File: src/rtl/usart_tx_arbiter.sv
// usart_tx_arbiter: round-robin sharing of one toggle-enabled USART transmitter among NUM_REQ byte sources
module usart_tx_arbiter #(
  parameter int NUM_REQ      = 4,
  parameter int TIMEOUT_CLKS = 16384,
  localparam int IDW         = $clog2(NUM_REQ)
) (
  input  logic                 clk,
  input  logic                 reset,
  input  logic [NUM_REQ-1:0]   req_valid,
  input  logic [NUM_REQ*8-1:0] req_data,
  output logic [NUM_REQ-1:0]   req_ready,
  output logic [7:0]           tx_data,
  output logic                 tx_enable,
  input  logic                 tx_response,
  output logic                 busy,
  output logic [IDW-1:0]       grant_id,
  output logic                 done,
  output logic                 timeout_err
);
  localparam int WDW = $clog2(TIMEOUT_CLKS + 1);
  localparam logic [IDW:0] NR = NUM_REQ[IDW:0];
  localparam logic [WDW-1:0] WD_LAST = WDW'(TIMEOUT_CLKS - 1);
  localparam logic [WDW-1:0] WD_SAT = WDW'(TIMEOUT_CLKS);
  typedef enum logic [1:0] {IDLE, LOAD, BUSY} state_t;
  state_t state;
  logic [IDW-1:0] last_grant, win;
  logic [IDW:0] j;
  logic [WDW-1:0] wd;
  assign busy = state != IDLE;
  // descending scan so the smallest offset after last_grant wins
  always_comb begin
    win = last_grant;
    j = '0;
    for (int i = NUM_REQ; i >= 1; i--) begin
      j = {1'b0, last_grant} + (IDW+1)'(i);
      j = (j >= NR) ? j - NR : j;
      win = req_valid[j[IDW-1:0]] ? j[IDW-1:0] : win;
    end
  end
  always_ff @(posedge clk or negedge reset) begin
    if (!reset) begin
      state       <= IDLE;
      req_ready   <= '0;
      tx_data     <= '0;
      tx_enable   <= 1'b0;
      grant_id    <= '0;
      done        <= 1'b0;
      timeout_err <= 1'b0;
      last_grant  <= IDW'(NUM_REQ - 1);
      wd          <= '0;
    end else begin
      req_ready   <= '0;
      done        <= 1'b0;
      timeout_err <= 1'b0;
      case (state)
        IDLE: if (|req_valid) begin
          req_ready  <= NUM_REQ'(1) << win;
          tx_data    <= req_data[{win, 3'b000} +: 8];
          grant_id   <= win;
          last_grant <= win;
          state      <= LOAD;
        end
        LOAD: begin
          tx_enable <= ~tx_enable;
          wd        <= '0;
          state     <= BUSY;
        end
        BUSY: begin
          wd <= (wd == WD_SAT) ? wd : wd + 1'b1;
          if (tx_response) begin
            done  <= 1'b1;
            state <= IDLE;
          end else if (wd == WD_LAST) begin
            timeout_err <= 1'b1;
            state       <= IDLE;
          end
        end
        default: state <= IDLE;
      endcase
    end
  end
endmodule

File: config.mk
export PLATFORM = sky130hd
export DESIGN_NAME = usart_tx_arbiter
export DESIGN_NICKNAME = d
export VERILOG_FILES = /design/src/rtl/usart_tx_arbiter.sv
export SDC_FILE = /design/constraint.sdc
export NUM_CORES = 1
export LEC_CHECK = 0
export CELL_PAD_IN_SITES_DETAIL_PLACEMENT = 1
export CELL_PAD_IN_SITES_GLOBAL_PLACEMENT = 1
export CORE_ASPECT_RATIO = 1.75
export CORE_UTILIZATION = 50
export DETAILED_ROUTE_END_ITERATION = 6
export DONT_BUFFER_PORTS = 1
export HOLD_SLACK_MARGIN = 0.03
export PLACE_DENSITY_LB_ADDON = 0.25
export SLEW_MARGIN = 20
export SYNTH_ARGS = -nofsm -noshare
export SYNTH_HDL_FRONTEND = slang
export SYNTH_SLANG_ARGS = --single-unit
File: constraint.sdc
create_clock -name clk -period 3.4 [get_ports clk]
set_clock_uncertainty 0.15 [all_clocks]
set_input_delay 1.02 -clock clk [delete_from_list [all_inputs] [get_ports clk]]
set_output_delay 1.02 -clock clk [all_outputs]
set_load 0.03 [all_outputs]
==> results.yml, run 1 <==
run_status:
  status: "completed"
drt:
  vias: 1583
  viasPerCell: 6.43
  routedLengthMet1_mm: 1.75
  wl_met3_microns: 199
  route.detailed.drc: 0
  routed_wl_mm: 5.00
  drt-pass1-iter-count: 4
  drtIter0Drc: 31
  post_drt_wl_per_cell_microns: 20.3
  postRouteAntennaNets: 0
  routed.top_layer: "met4"
  wl_met2_mm: 2.94
setup_path:
  critPathMaxStageDelay_ns: 0.45
  crit_required_ns: 3.41
  crit_chain: "or2_1 -> a21oi_4 -> o211ai_1 -> a221oi_1 -> a211oi_1"
  critPathLaunchType: "flop"
  path_class: "flop to flop"
  crit_fanout: 18
  end_kind: "flop"
  arrival_ns: 2.53
  crit_path_start: "state[1]$_DFFE_PN0P_"
  cpMaxStageDelayCell: "o211ai_1"
  reg2reg_from: "state[1]$_DFFE_PN0P_"
floorplan:
  die_h_microns: 84.4
  ios: 57
  core_sq_mm: 0.00366
  die_w_microns: 49.1
  initial_core_util_pct: 53.0
  die-area_sq_mm: 0.00414
  core.rowCount: 29
logic_synthesis:
  synthFlopType: "dfrtp_1"
  yosysTopAreaCellShare_pct: 43.8
  yosysMostFrequentCell: "dfrtp_1"
  async_flop_share_pct: 100
  netlist_area_sq_mm: 0.00194
  ys_warn_count: 0
  synth_top_cell_by_area: "dfrtp_1"
  synth.area.top_cells: "dfrtp_1 44%, mux2i_1 5.2%, nor2_1 5.0%"
  ys_seq_elements: 36
  avgSynthCellArea_sq_um: 9.61
  netlist_instances: 202
  yosysSeqAreaShare_pct: 46.6
  syn-num-nets: 243
  yosysUniqueCellTypes: 42
  synth_edf_count: 0
  synth_common_cells: "34 x dfrtp_1, 26 x nor2_1, 12 x and2_1"
global_route:
  grt_antenna_before_repair: 0
  grt_pass1_vias: 1734
  grt_use_total_pct: 26.6
  grt_pass1_wl_mm: 8.34
  grt-ovfl-total: 0
  grt_start_max_net_pins: 37
layout:
  layoutNonFillerInstCount: 246
  final_layout_size_suffix_gt1_share_pct: 8.00
  utilization_pct: 56.4
  nNetsFinal: 240
  n_antenna_cell: 0
  synthToLayoutAreaGrowth_pct: 6.51
cts:
  clk_pin_slew_ns: 0.08
  cts_resized: 0
  htree_levels: 2
  root_buffer: "clkbuf_8"
  ctsLongestPathBuffers: 2
  cts_made_buffers: 5
  insertion_delay_ns: 0.29
  cts.sinks: 36
  post-cts-setup-buffer-count: 0
  cts_tree: "built"
  ctsHoldBuffers: 0
timing:
  setup_viol: 0
  worstMarginPinSlew_ns: 0.864
  grt_setup_unrepaired: "false"
  setup_tns_ns: 0
  drv_slew: 0
  setup_ws_ns: 0.882
  hold_violations: 0
  slew_headroom_pct: 42.1
  fmax_mhz: 397
  post-route-min-period_ns: 2.52
  period_share_pct: 74.1
power:
  total_power_mw: 1.86
  powerDensity_mw_per_mm2: 899
  power_leakage_nw: 0.843
  vdd.ir_drop.worst_v: 0.000573
place:
  pre_cts_ws_ns: 0.563
  dp.cells: 238
  io_buffers: 0
  hpwl_mm: 3.77
  place.gp.congestion: 0.869
flow_run:
  maxCapViolCount: 0
min_path:
  hold_path.class: "primary input to async pin"
==> worst max-delay path: cells and delay by family (launching register included) <==
family,cells,cell delay (ns)
AOI/OAI and AO/OA,4,1.36
DFF,1,0.44
and+or+nand+nor,1,0.42
==> placed cells by master (no fill, tap or decap), types with 2 or more instances in the layout <==
cell       n
a211oi_1   8
a21oi_1    6
a221oi_1   8
and2_1    12
clkbuf_8   7
dfrtp_1   34
dfstp_2    2
ha_1       2
inv_1      8
mux2i_1   10
nand2_1    9
nand2b_1   2
nand3_1    7
nand4_1    3
nor2_1    26
nor2b_1    6
nor3_1     4
nor4_1     2
nor4b_1    2
o211ai_1   3
o21ai_0    5
o21ai_1    4
o21bai_1   2
o311ai_0   3
o31ai_1    3
o41ai_1    3
or2_1      2
or2_2      2
or4_1      2
xor2_1     2
==> registers in the layout (all words and copies together), names as in the netlist <==
name         cells
state            2
done             1
timeout_err      1
tx_enable        1
tx_data          8
req_ready        4
wd              15
last_grant       2
grant_id         2
==> cell families (layout without fill, tap and decap cells) <==
kind of cell / Yosys count / count (layout) / synth area share, %
multiplexers: 10 / 10 / 5.16
AND/OR/NAND/NOR: 84 / 84 / 22.6
AO/OA/AOI/OAI: 49 / 49 / 18.5
buffers and inverters: 18 / 16 / 4.51
adder cells (fa/ha/maj): 2 / 2 / 1.29
flip-flops: 36 / 36 / 46.6
XOR/XNOR: 3 / 3 / 1.35
==> through the flow <==
stage	hold WS, ns	cell area (sq um)
global placement	0.356	1940
finish	0.262	2070
detailed placement	0.363	1940
global route	0.249	2070
CTS	0.255	2070
floorplan	0.310	1940
==> routing by layer <==
metal	global-route usage, %	up-vias
met4	10.7	0
met5	0	-
met2	51.8	51
met3	5.62	11
li1	-	729
met1	25.9	792
==> worst paths after layout <==
path	endpoint	slack, ns	cells past startpoint
setup / recovery	tx_data[4]$_DFFE_PN0P_	0.88	5
hold / removal	wd[2]$_DFFE_PN0P_	0.26	0
setup reg to reg	tx_data[4]$_DFFE_PN0P_	0.88	5
hold reg to reg	wd[13]$_DFFE_PN0P_	0.37	1
max in group asynchronous	last_grant[1]$_DFFE_PN1P_	2.65	0
min in group clk	wd[13]$_DFFE_PN0P_	0.37	1
==> layout make-up <==
type                            count  area (sq um)
Clock buffer                        7          96.3
Inverter                            8          30.0
Tap cell                           46          57.6
Clock inverter                      1          30.0
Sequential cell                    36           903
Fill cell                         427          1600
Multi-Input combinational cell    148           950
==> power by group <==
group          switching [mW]  total [mW]  internal [mW]
sequential              0.270       0.831          0.561
combinational           0.396       0.607          0.211
clock                   0.162       0.421          0.259
total                   0.827        1.86           1.03
Note: power is estimated with default switching activity, not from simulation.
==> run 2: changes to the inputs <==
CORE_UTILIZATION = 42   (was 50)
clock period = 2.2 ns   (was 3.4 ns; I/O delays follow)
==> run 2 against run 1 <==
Effect of this change:
- combinational power grew 80%
- core utilization shrank 7.3 points
- largest cell class unchanged
- maximum frequency grew 22%
- global-route usage shrank 4.3 points
==> results.yml, run 2 (synthesis gave the netlist of run 1 again) <==
timing:
  setup_ws_ns: 0.128
  post-route-min-period_ns: 2.07
  setup_tns_ns: 0
  grt_setup_unrepaired: "false"
  holdWs_ns: 0.0557
  drv_slew: 0
  worstMarginPinSlew_ns: 0.402
  fmax_mhz: 483
  period_share_pct: 94.2
  hold_violations: 0
  slew_headroom_pct: 73.2
  setup_viol: 0
layout:
  largestRegisters: "wd x15, tx_data x8, req_ready x4"
  final_layout_size_suffix_gt1_share_pct: 13.7
  fillers: 510
  nNetsFinal: 252
  design_area_sq_mm: 0.00216
  final_cell_mix: "34 x dfrtp_1, 26 x nor2_1, 12 x and2_1"
  top_register: "wd"
  n_antenna_cell: 0
  final_common_cell: "dfrtp_1"
  layoutNonFillerInstCount: 263
  synthToLayoutAreaGrowth_pct: 11.5
  largest_register_ffs: 15
drt:
  viasPerCell: 6.11
  postRouteAntennaNets: 0
  vias: 1606
  route.detailed.drc: 0
  post_drt_wl_per_cell_microns: 18.8
  routed_wl_mm: 4.93
  drt-pass1-iter-count: 4
  drtIter0Drc: 36
global_route:
  grt_pass1_wl_mm: 8.03
  grt_use_total_pct: 22.3
  grt-ovfl-total: 0
  grt_start_max_net_pins: 35
  grt_antenna_before_repair: 0
  grt_pass1_vias: 1721
setup_path:
  critPathMaxStageDelay_ns: 0.51
  crit_chain: "ha_1 -> nand3_2 -> or2_1 -> or4_1 -> a21oi_1"
  arrival_ns: 2.13
  crit_path_start: "wd[0]$_DFFE_PN0P_"
  crit_fanout: 8
  r2r_setup_slack_ns: 0.13
  crit_family: "simple AND/OR/NAND/NOR gates"
  r2r-end: "wd[14]$_DFFE_PN0P_"
  cpMaxStageDelayCell: "or4_1"
  reg2reg_depth: 5
  critPathLaunchType: "flop"
  reg2reg_from: "wd[0]$_DFFE_PN0P_"
  end_kind: "flop"
  path_class: "flop to flop"
  critPathBufInv: 0
  crit_required_ns: 2.25
cts:
  post-cts-setup-buffer-count: 0
  clk_pin_slew_ns: 0.08
  insertion_delay_ns: 0.28
  root_buffer: "clkbuf_8"
  cts_made_buffers: 5
  cts.sinks: 36
  cts_tree: "built"
  ctsLongestPathBuffers: 2
  htree_levels: 2
floorplan:
  initial_core_util_pct: 44.1
  die_w_microns: 53.4
  ios: 57
  die_h_microns: 91.9
  core_sq_mm: 0.00440
  die-area_sq_mm: 0.00491
  core.rowCount: 32
power:
  power_leakage_nw: 0.895
  vdd.ir_drop.worst_v: 0.000890
  powerDensity_mw_per_mm2: 1340
place:
  place.gp.congestion: 0.854
  dp.cells: 254
  hpwl_mm: 3.74
  pre_cts_ws_ns: -0.0972
  io_buffers: 0
  place_area_sq_mm: 0.00203
flow_run:
  maxCapViolCount: 0
run_status:
  status: "completed"
min_path:
  hold_path.class: "primary input to async pin"
-- run 2: worst max-delay path by stage --
stage | slack [ns] | cells past startpoint | to
global route | 0.01 | 5 | tx_data[3]$_DFFE_PN0P_
detailed placement | -0.1 | 5 | tx_data[6]$_DFFE_PN0P_
finish | 0.13 | 5 | wd[14]$_DFFE_PN0P_
CTS | 0.08 | 5 | tx_data[7]$_DFFE_PN0P_
floorplan | 0.08 | 7 | tx_data[2]$_DFFE_PN0P_
global placement | 0.05 | 5 | tx_data[3]$_DFFE_PN0P_
-- run 2: metrics by stage --
stage / power, mW / utilization, %
final: 2.90 / 49.1
after global placement: 2.29 / 46.1
after floorplan: 2.03 / -
after detailed placement: 2.36 / 46.1
after global routing: 3.08 / 49.1
after CTS: 2.90 / 48.8
-- run 2: power by group --
| group | internal (mW) | leakage (nW) | switching (mW) | total, mW |
|---|---|---|---|---|
| sequential | 0.866 | 0.457 | 0.422 | 1.29 |
| combinational | 0.445 | 0.386 | 0.647 | 1.09 |
| clock | 0.286 | 0.0515 | 0.229 | 0.515 |
-- run 2: area by class of cell --
class / count / area (sq um) / share of cell area [%]
clock buffers: 8 / 100 / 4.62
inverters: 8 / 30.0 / 1.39
multi-input cells: 148 / 965 / 44.6
flip-flops and latches: 36 / 903 / 41.7
well taps: 51 / 63.8 / 2.95
repair buffers: 12 / 103 / 4.74
-- run 2: timing repair --
item | CTS | global route
hold buffers | 1 | 0
resized for setup | 0 | 4
endpoints found under the setup margin | 0 | 9
endpoints found under the hold margin | 34 | 0
-- run 2: metal layers --
metal,global-route usage [%],up-vias,share of wire [%]
met4,5.48,0,1.2
met3,6.14,7,5.2
met5,0,-,0
met1,22.2,803,35
li1,-,747,-
met2,42.4,49,58
